`src/rtl/mem_xfer_pkg.sv`:
```
// Shared types for the cache-line transfer engine on the word-wide memory port.
package mem_xfer_pkg;

    typedef enum logic [1:0] {
        IDLE  = 2'd0,
        WRITE = 2'd1,
        READ  = 2'd2,
        RESP  = 2'd3
    } xfer_state_e;

    // Beat counter width; floors at 1 so a degenerate line size still compiles.
    function automatic int beat_w(input int line_words);
        return (line_words <= 1) ? 1 : $clog2(line_words);
    endfunction

endpackage

```
`src/rtl/mem_line_xfer.sv`:
```
// Line fill / writeback initiator: turns one line request into LINE_WORDS
// single-word memory accesses and returns the assembled line or a completion.
module mem_line_xfer
    import mem_xfer_pkg::*;
#(
    parameter int ADDR_W     = 32,
    parameter int DATA_W     = 32,
    parameter int LINE_WORDS = 4
) (
    input  logic                         clk_i,
    input  logic                         rst_n_i,
    input  logic                         req_valid_i,
    output logic                         req_ready_o,
    input  logic                         req_write_i,
    input  logic [ADDR_W-1:0]            req_addr_i,
    input  logic [LINE_WORDS*DATA_W-1:0] req_wdata_i,
    output logic                         resp_valid_o,
    input  logic                         resp_ready_i,
    output logic [LINE_WORDS*DATA_W-1:0] resp_rdata_o,
    output logic                         mem_wr_en_o,
    output logic [ADDR_W-1:0]            mem_addr_o,
    output logic [DATA_W-1:0]            mem_wdata_o,
    input  logic [DATA_W-1:0]            mem_rdata_i
);

    localparam int BEAT_W = beat_w(LINE_WORDS);
    localparam int LINE_W = LINE_WORDS * DATA_W;
    localparam logic [BEAT_W-1:0] LAST_BEAT = BEAT_W'(LINE_WORDS - 1);

    xfer_state_e         state_q, state_d;
    logic [BEAT_W-1:0]   beat_q, beat_d;
    logic [ADDR_W-1:0]   base_q, base_d;
    logic [LINE_W-1:0]   wline_q, wline_d;
    logic [LINE_W-1:0]   rline_q, rline_d;

    always_ff @(posedge clk_i or negedge rst_n_i) begin
        if (!rst_n_i) begin
            state_q <= IDLE;
            beat_q  <= '0;
            base_q  <= '0;
            wline_q <= '0;
            rline_q <= '0;
        end else begin
            state_q <= state_d;
            beat_q  <= beat_d;
            base_q  <= base_d;
            wline_q <= wline_d;
            rline_q <= rline_d;
        end
    end

    always_comb begin
        state_d = state_q;
        beat_d  = beat_q;
        base_d  = base_q;
        wline_d = wline_q;
        rline_d = rline_q;
        unique case (state_q)
            IDLE: begin
                if (req_valid_i) begin
                    // Line-align the address; beats then never carry past the line.
                    base_d  = {req_addr_i[ADDR_W-1:BEAT_W], {BEAT_W{1'b0}}};
                    wline_d = req_wdata_i;
                    beat_d  = '0;
                    state_d = req_write_i ? WRITE : READ;
                end
            end
            WRITE: begin
                beat_d = beat_q + 1'b1;
                if (beat_q == LAST_BEAT) state_d = RESP;
            end
            READ: begin
                rline_d[beat_q*DATA_W +: DATA_W] = mem_rdata_i;
                beat_d = beat_q + 1'b1;
                if (beat_q == LAST_BEAT) state_d = RESP;
            end
            RESP: begin
                if (resp_ready_i) state_d = IDLE;
            end
            default: state_d = IDLE;
        endcase
    end

    // Memory-side outputs decode straight from state so reset drops them at once.
    always_comb begin
        mem_wr_en_o = 1'b0;
        mem_addr_o  = '0;
        mem_wdata_o = '0;
        if (state_q == WRITE) begin
            mem_wr_en_o = 1'b1;
            mem_addr_o  = base_q + ADDR_W'(beat_q);
            mem_wdata_o = wline_q[beat_q*DATA_W +: DATA_W];
        end else if (state_q == READ) begin
            mem_addr_o  = base_q + ADDR_W'(beat_q);
        end
    end

    assign req_ready_o  = (state_q == IDLE);
    assign resp_valid_o = (state_q == RESP);
    assign resp_rdata_o = rline_q;

endmodule

```
`config.mk`:
```
export PLATFORM = sky130hd
export DESIGN_NAME = mem_line_xfer
export DESIGN_NICKNAME = d
export VERILOG_FILES = /design/src/rtl/mem_xfer_pkg.sv /design/src/rtl/mem_line_xfer.sv
export SDC_FILE = /design/constraint.sdc
export NUM_CORES = 1
export LEC_CHECK = 0
export BUFFER_PORTS_ARGS = -buffer_cell sky130_fd_sc_hd__clkbuf_2
export CAP_MARGIN = 5
export CELL_PAD_IN_SITES_DETAIL_PLACEMENT = 1
export CELL_PAD_IN_SITES_GLOBAL_PLACEMENT = 1
export CORE_MARGIN = 3
export CORE_UTILIZATION = 25
export CTS_CLUSTER_SIZE = 16
export DETAILED_ROUTE_END_ITERATION = 10
export PLACE_DENSITY_LB_ADDON = 0.1
export SYNTH_ARGS = -nofsm -noshare
export SYNTH_HDL_FRONTEND = slang
export SYNTH_SLANG_ARGS = --single-unit
```
`constraint.sdc`:
```
create_clock -name clk_i -period 4.6 [get_ports clk_i]
set_input_delay 0.23 -clock clk_i [delete_from_list [all_inputs] [get_ports clk_i]]
set_output_delay 0.23 -clock clk_i [all_outputs]
set_load 0.01 [all_outputs]
```
# ---- Yosys cells after proc, flatten, opt, wreduce, memory -nomap -nowiden
# Index checks and enable logic that the tools add are counted.
dict set report classes {
  n_addsub 3
  mux 12
  shifts 3
  n_reduce_logical 6
  n_eq_ne 7
}
# operator n
set op_table {}
lappend op_table {{$bwmux W128} 1}
lappend op_table {{$shift A32 B34 Y128 const A} 1}
lappend op_table {{$shiftx A128 B8 Y32} 1}
lappend op_table {{$shiftx A32 B34 Y128} 1}
lappend op_table {{$mux W32} 3}
lappend op_table {{$neg A7 Y34} 1}
lappend op_table {{$add A32 B2 Y32} 1}
lappend op_table {{$mux W2} 5}
lappend op_table {{$eq A2 B2 Y1 const B} 3}
lappend op_table {{$pmux W2 S3} 1}
lappend op_table {{$ne A2 B1 Y1 const B} 2}
lappend op_table {{$pmux W2 S2} 1}
lappend op_table {{$reduce_and A2 Y1} 2}
lappend op_table {{$reduce_and A3 Y1} 1}
lappend op_table {{$add A2 B1 Y2 const B} 1}
lappend op_table {{$eq A2 B1 Y1 const B} 1}
lappend op_table {{$logic_not A2 Y1} 1}
lappend op_table {{$ne A2 B2 Y1 const B} 1}
lappend op_table {{$reduce_bool A2 Y1} 1}
lappend op_table {{$reduce_or A2 Y1} 1}
lappend op_table {{$mux W1} 1}
dict set report totals {
  input_bits 197
  register_bits 290
  wordCells 36
}

# ---- Depth between registers and ports, before layout
dict set report depth {
  ltp_word 4
  ltp_mapped 8
  ltp_nobuf 5
}

# ---- Least setup slack after synthesis
# No wires, ideal clock.
dict set report synth_path {
  kind {register -> register}
  startpoint {register beat_q[1]}
  endpoint {register rline_q[34], in the netlist resp_rdata_o[34]}
  required_time_ns 4.535
  path_stages_with_launch 9
  path_buffers 3
  path_slack_ns 2.135
  arrival_ns 2.399
  path_cell_list {dfrtp_1 -> clkbuf_1 -> clkbuf_1 -> inv_1 -> ha_1 -> or3b_1 -> nor3_4 -> buf_4 -> a22o_1}
}
dict set report synth_between {
  elab_chain_cells 3
  word_cells_on_any_way 4
}
# element line
set synth_lines {}
lappend synth_lines {{from (decl)} mem_line_xfer.sv:31} ;# logic [BEAT_W-1:0] beat_q, beat_d;
lappend synth_lines {{from (signal assigned)} mem_line_xfer.sv:45} ;# beat_q <= beat_d;
lappend synth_lines {{$neg A7 Y34 (*)} mem_line_xfer.sv:73} ;# rline_d[beat_q*DATA_W +: DATA_W] = mem_rdata_i;
lappend synth_lines {{$shiftx A32 B34 Y128 or $shift A32 B34 Y128 (tied branches)} mem_line_xfer.sv:73}
lappend synth_lines {{$bwmux W128 (*)} mem_line_xfer.sv:73}
lappend synth_lines {{to (signal assigned)} mem_line_xfer.sv:48} ;# rline_q <= rline_d;
lappend synth_lines {{to (decl)} mem_line_xfer.sv:34} ;# logic [LINE_W-1:0] rline_q, rline_d;
# Mark *: on every way between the ends. The rest lies on a longest branch, timed or not.
# A chain may end at the register's enable or synchronous reset.

# ---- Final worst setup path
dict set report layout_path {
  startpoint {register beat_q[0]}
  endpoint {output port mem_wdata_o[21]}
}
dict set report layout_between {
  elab_chain_cells 2
}
# element line
set layout_lines {}
lappend layout_lines {{$shiftx A128 B8 Y32} mem_line_xfer.sv:92} ;# mem_wdata_o = wline_q[beat_q*DATA_W +: DATA_W];
lappend layout_lines {{$mux W32} mem_line_xfer.sv:89} ;# if (state_q == WRITE) begin
lappend layout_lines {{to (decl)} mem_line_xfer.sv:22} ;# output logic [DATA_W-1:0] mem_wdata_o,
# No other way between the ends.

==> metrics.md <==
| Metric | Value |
|---|---|
| Top layer in use | `met5` |
| Compound-Gate Fraction of Synth Area | `0.0961` |
| Post-Synth Simple-Gate Area | `0.0469` |
| Floorplan row count | `79` |
| Chip height | `224 um` |
| H-tree levels | `2` |
| CTS tree | `yes` |
| Setup TNS | `0 ps` |
| Most frequent cells in the layout | `clkbuf_2 (388), dfrtp_1 (288), dlygate4sd3_1 (192)` |
| Arr. time, crit path | `2530 ps` |
| Final #Nets | `1,556` |
| Multi-input gate area | `4340 sq um` |
| Unique masters post-synth | `24` |
| Crit-path max FO | `37` |
| Clock share of power | `0.240` |
| Total track usage | `0.157` |
| Sequential fraction of the synthesis area | `0.613` |
| Hold Crit Class | `primary input to flip-flop` |
| Register Area | `7260 sq um` |
| Routed Antenna Nets | `0` |
| Most common cell after layout, fill and taps aside | `clkbuf_2` |
| GPL Wtd Cong | `0.716` |
| Root Buffer | `clkbuf_16` |
| Final period util | `0.599` |
| Combinational Power Share | `0.386` |
| Yosys warnings | `0` |
| R2R Setup Slk | `1940 ps` |
| DRT iter0 DRCs | `395` |
| Resized cells post-CTS | `0` |
| Clk_lat worst skew | `530 ps` |
| WHS | `155 ps` |
| Mean Syn Cell Area | `15.4 sq um` |
| Top Ports | `392` |
| DRC | `0` |
| Post-CTS Setup Repair Bufs | `0` |
| Reg2reg start | `beat_q[0]` |
| #FFs+latches synth | `290` |
| Final min period | `2760 ps` |
| Die X | `224 um` |
| Max IR drop VDD | `0.000297 V` |
| Final design utilization | `0.377` |
| Max transition margin | `0.382` |
| First-pass GRT wire length | `61,600 um` |
| Max Slew Vio Count | `0` |
| Maxcap violations | `0` |
| Fill count | `5,006` |
| Post-Syn Area | `11,800 sq um` |
| Post-Synth XOR/XNOR Area | `0` |
| Via/cell ratio | `4.52` |
| Sw Ratio | `0.330` |
| Critical path class | `flip-flop to output port` |
| Adder-Cell Fraction of Synth Area | `0.00951` |
| Layout cells sized above 1 | `0.476` |
| Non-filler cells, final | `1,985` |
| Hold path start | `resp_ready_i` |
| Die ar. | `50,000 sq um` |
| GRT Residual Overflow | `0` |
| Largest family of logic cells by synthesized area | `multiplexers` |
| Routed wl met3 | `2470 um` |
| Number of global-route vias before repair | `10,200` |
| Clock Path Buffers | `3` |
| Cells after DPL | `1,726` |
| Port buffer count | `389` |
| Mux share of post-synthesis cell area | `0.212` |
| Pwr Density | `658 nW/um^2` |
| HPWL Detailed | `25,400 um` |
| Met2 WL | `19,600 um` |
| Mapped Cells | `768` |
| Setup crit end kind | `output port` |
| Clock Sinks | `290` |
| Leakage | `0.00846 uW` |
| Hold buffers post-CTS | `192` |
| Final wirelength | `39,400 um` |
| CTS Buf Count | `37` |
| Via count | `8,967` |
| Metal-1 WL | `16,500 um` |
| Worst Skew | `7.88 ps` |
| Area growth from synthesis to layout | `48.3%` |
| Sequential share of power | `0.374` |
| First-pass DRT Iterations | `4` |
| WP data required | `4370 ps` |
| WL/cell | `19.8 um` |
| Sw power | `3810 uW` |
| CP startpoint | `beat_q[0]` |
| Final setup vio count | `0` |
| RSZ-0062 raised after global routing | `no` |
| Cell Int Power | `7740 uW` |
| Starting Density | `0.254` |
| Hold Violations, Final | `0` |
| Placeable Area | `46,700 sq um` |
| Startpoint types | `flip-flop` |
| Worst-margin pin slew | `928 ps` |
| Worst-path clk slew | `50 ps` |
| Antenna violations before repair | `3` |
| Status | `finished, final reports clean` |
| F_max | `0.363 GHz` |
| Largest net degree at the start of global routing | `117` |
| Syn nets | `974` |
-- kinds of logic (layout without fill, tap and decap cells) --
kind of cell               Yosys count  in the layout
AOI/OAI and AO/OA                  131            131
other                                0              2
DFF                                290            290
buffers and inverters               59            667
and+or+nand+nor                     88             88
muxes                              191            191
adders and majority gates            9              9
-- per-layer routing --
metal	up-vias	GRT usage
li1	4022	-
met1	4641	0.196
met2	255	0.271
met3	47	0.0406
met4	2	0.0452
met5	-	0
-- power by group through the flow --
stage          sequential (uW)  clock (uW)  combinational (uW)
2_1_floorplan             4410           0                2610
3_3_place_gp              4330           0                4380
3_5_place_dp              4360           0                4430
4_1_cts                   4330        2900                4580
5_1_grt                   4470        3020                4870
6_report                  4320        2770                4460
-- stage by stage --
step / setup WS [ps] / power [uW] / cell area, sq um
5_1_grt: 1660 / 12400 / 17600
4_1_cts: 1730 / 11800 / 17600
3_3_place_gp: 1820 / 8720 / 14500
3_5_place_dp: 1800 / 8790 / 14500
6_report: 1840 / 11600 / 17600
2_1_floorplan: 2140 / 7020 / 11800
-- path summary, 6_finish.rpt --
check / end / depth (start not counted)
setup / recovery: mem_wdata_o[21] / 4
min in group asynchronous: resp_rdata_o[28] / 2
setup reg to reg: resp_rdata_o[98] / 7
hold / removal: state_q[0] / 4
hold reg to reg: base_q[9] / 1
max in group asynchronous: resp_rdata_o[79] / 3
-- cell usage after synthesis, drive strengths merged --
| cell | n | area share |
|---|---|---|
| o21ai | 1 | 0.00042 |
| nor2b | 30 | 0.016 |
| mux2 | 158 | 0.15 |
| a31oi | 2 | 0.0011 |
| buf | 32 | 0.014 |
| nand2 | 8 | 0.0025 |
| a22o | 128 | 0.095 |
| nor3 | 2 | 0.0027 |
| or3b | 1 | 0.00074 |
| and2 | 32 | 0.017 |
| mux2i | 1 | 0.00085 |
| nor4b | 2 | 0.0025 |
| nand3 | 4 | 0.0017 |
| clkbuf | 23 | 0.0073 |
| ha | 9 | 0.0095 |
| dfrtp | 290 | 0.61 |
| inv | 4 | 0.0013 |
| nor2 | 4 | 0.0013 |
| mux4 | 32 | 0.061 |
| and3 | 1 | 0.00053 |
| nand2b | 4 | 0.0021 |
-- state kept, by name (all words and copies together) (netlist names) --
register	flops
base_q	30
beat_q	2
resp_rdata_o	128
state_q	2
wline_q	128
-- worst max-delay path, stage by stage, from the launching register on --
cell      delay (ps)
dfrtp_2          360
buf_4            660
mux4_2           590
and2_1           170
clkbuf_2         140
-- layout make-up --
| type | instances | area share |
|---|---|---|
| Sequential cell | 290 | 0.413 |
| Clock buffer | 57 | 0.0611 |
| Multi-Input combinational cell | 419 | 0.247 |
| Tap cell | 607 | 0.0432 |
| Clock inverter | 8 | 0.00406 |
| Timing Repair Buffer | 598 | 0.230 |
| Antenna cell | 2 | 0.000285 |
| Inverter | 4 | 0.000854 |
(Power assumes the default switching activity.)
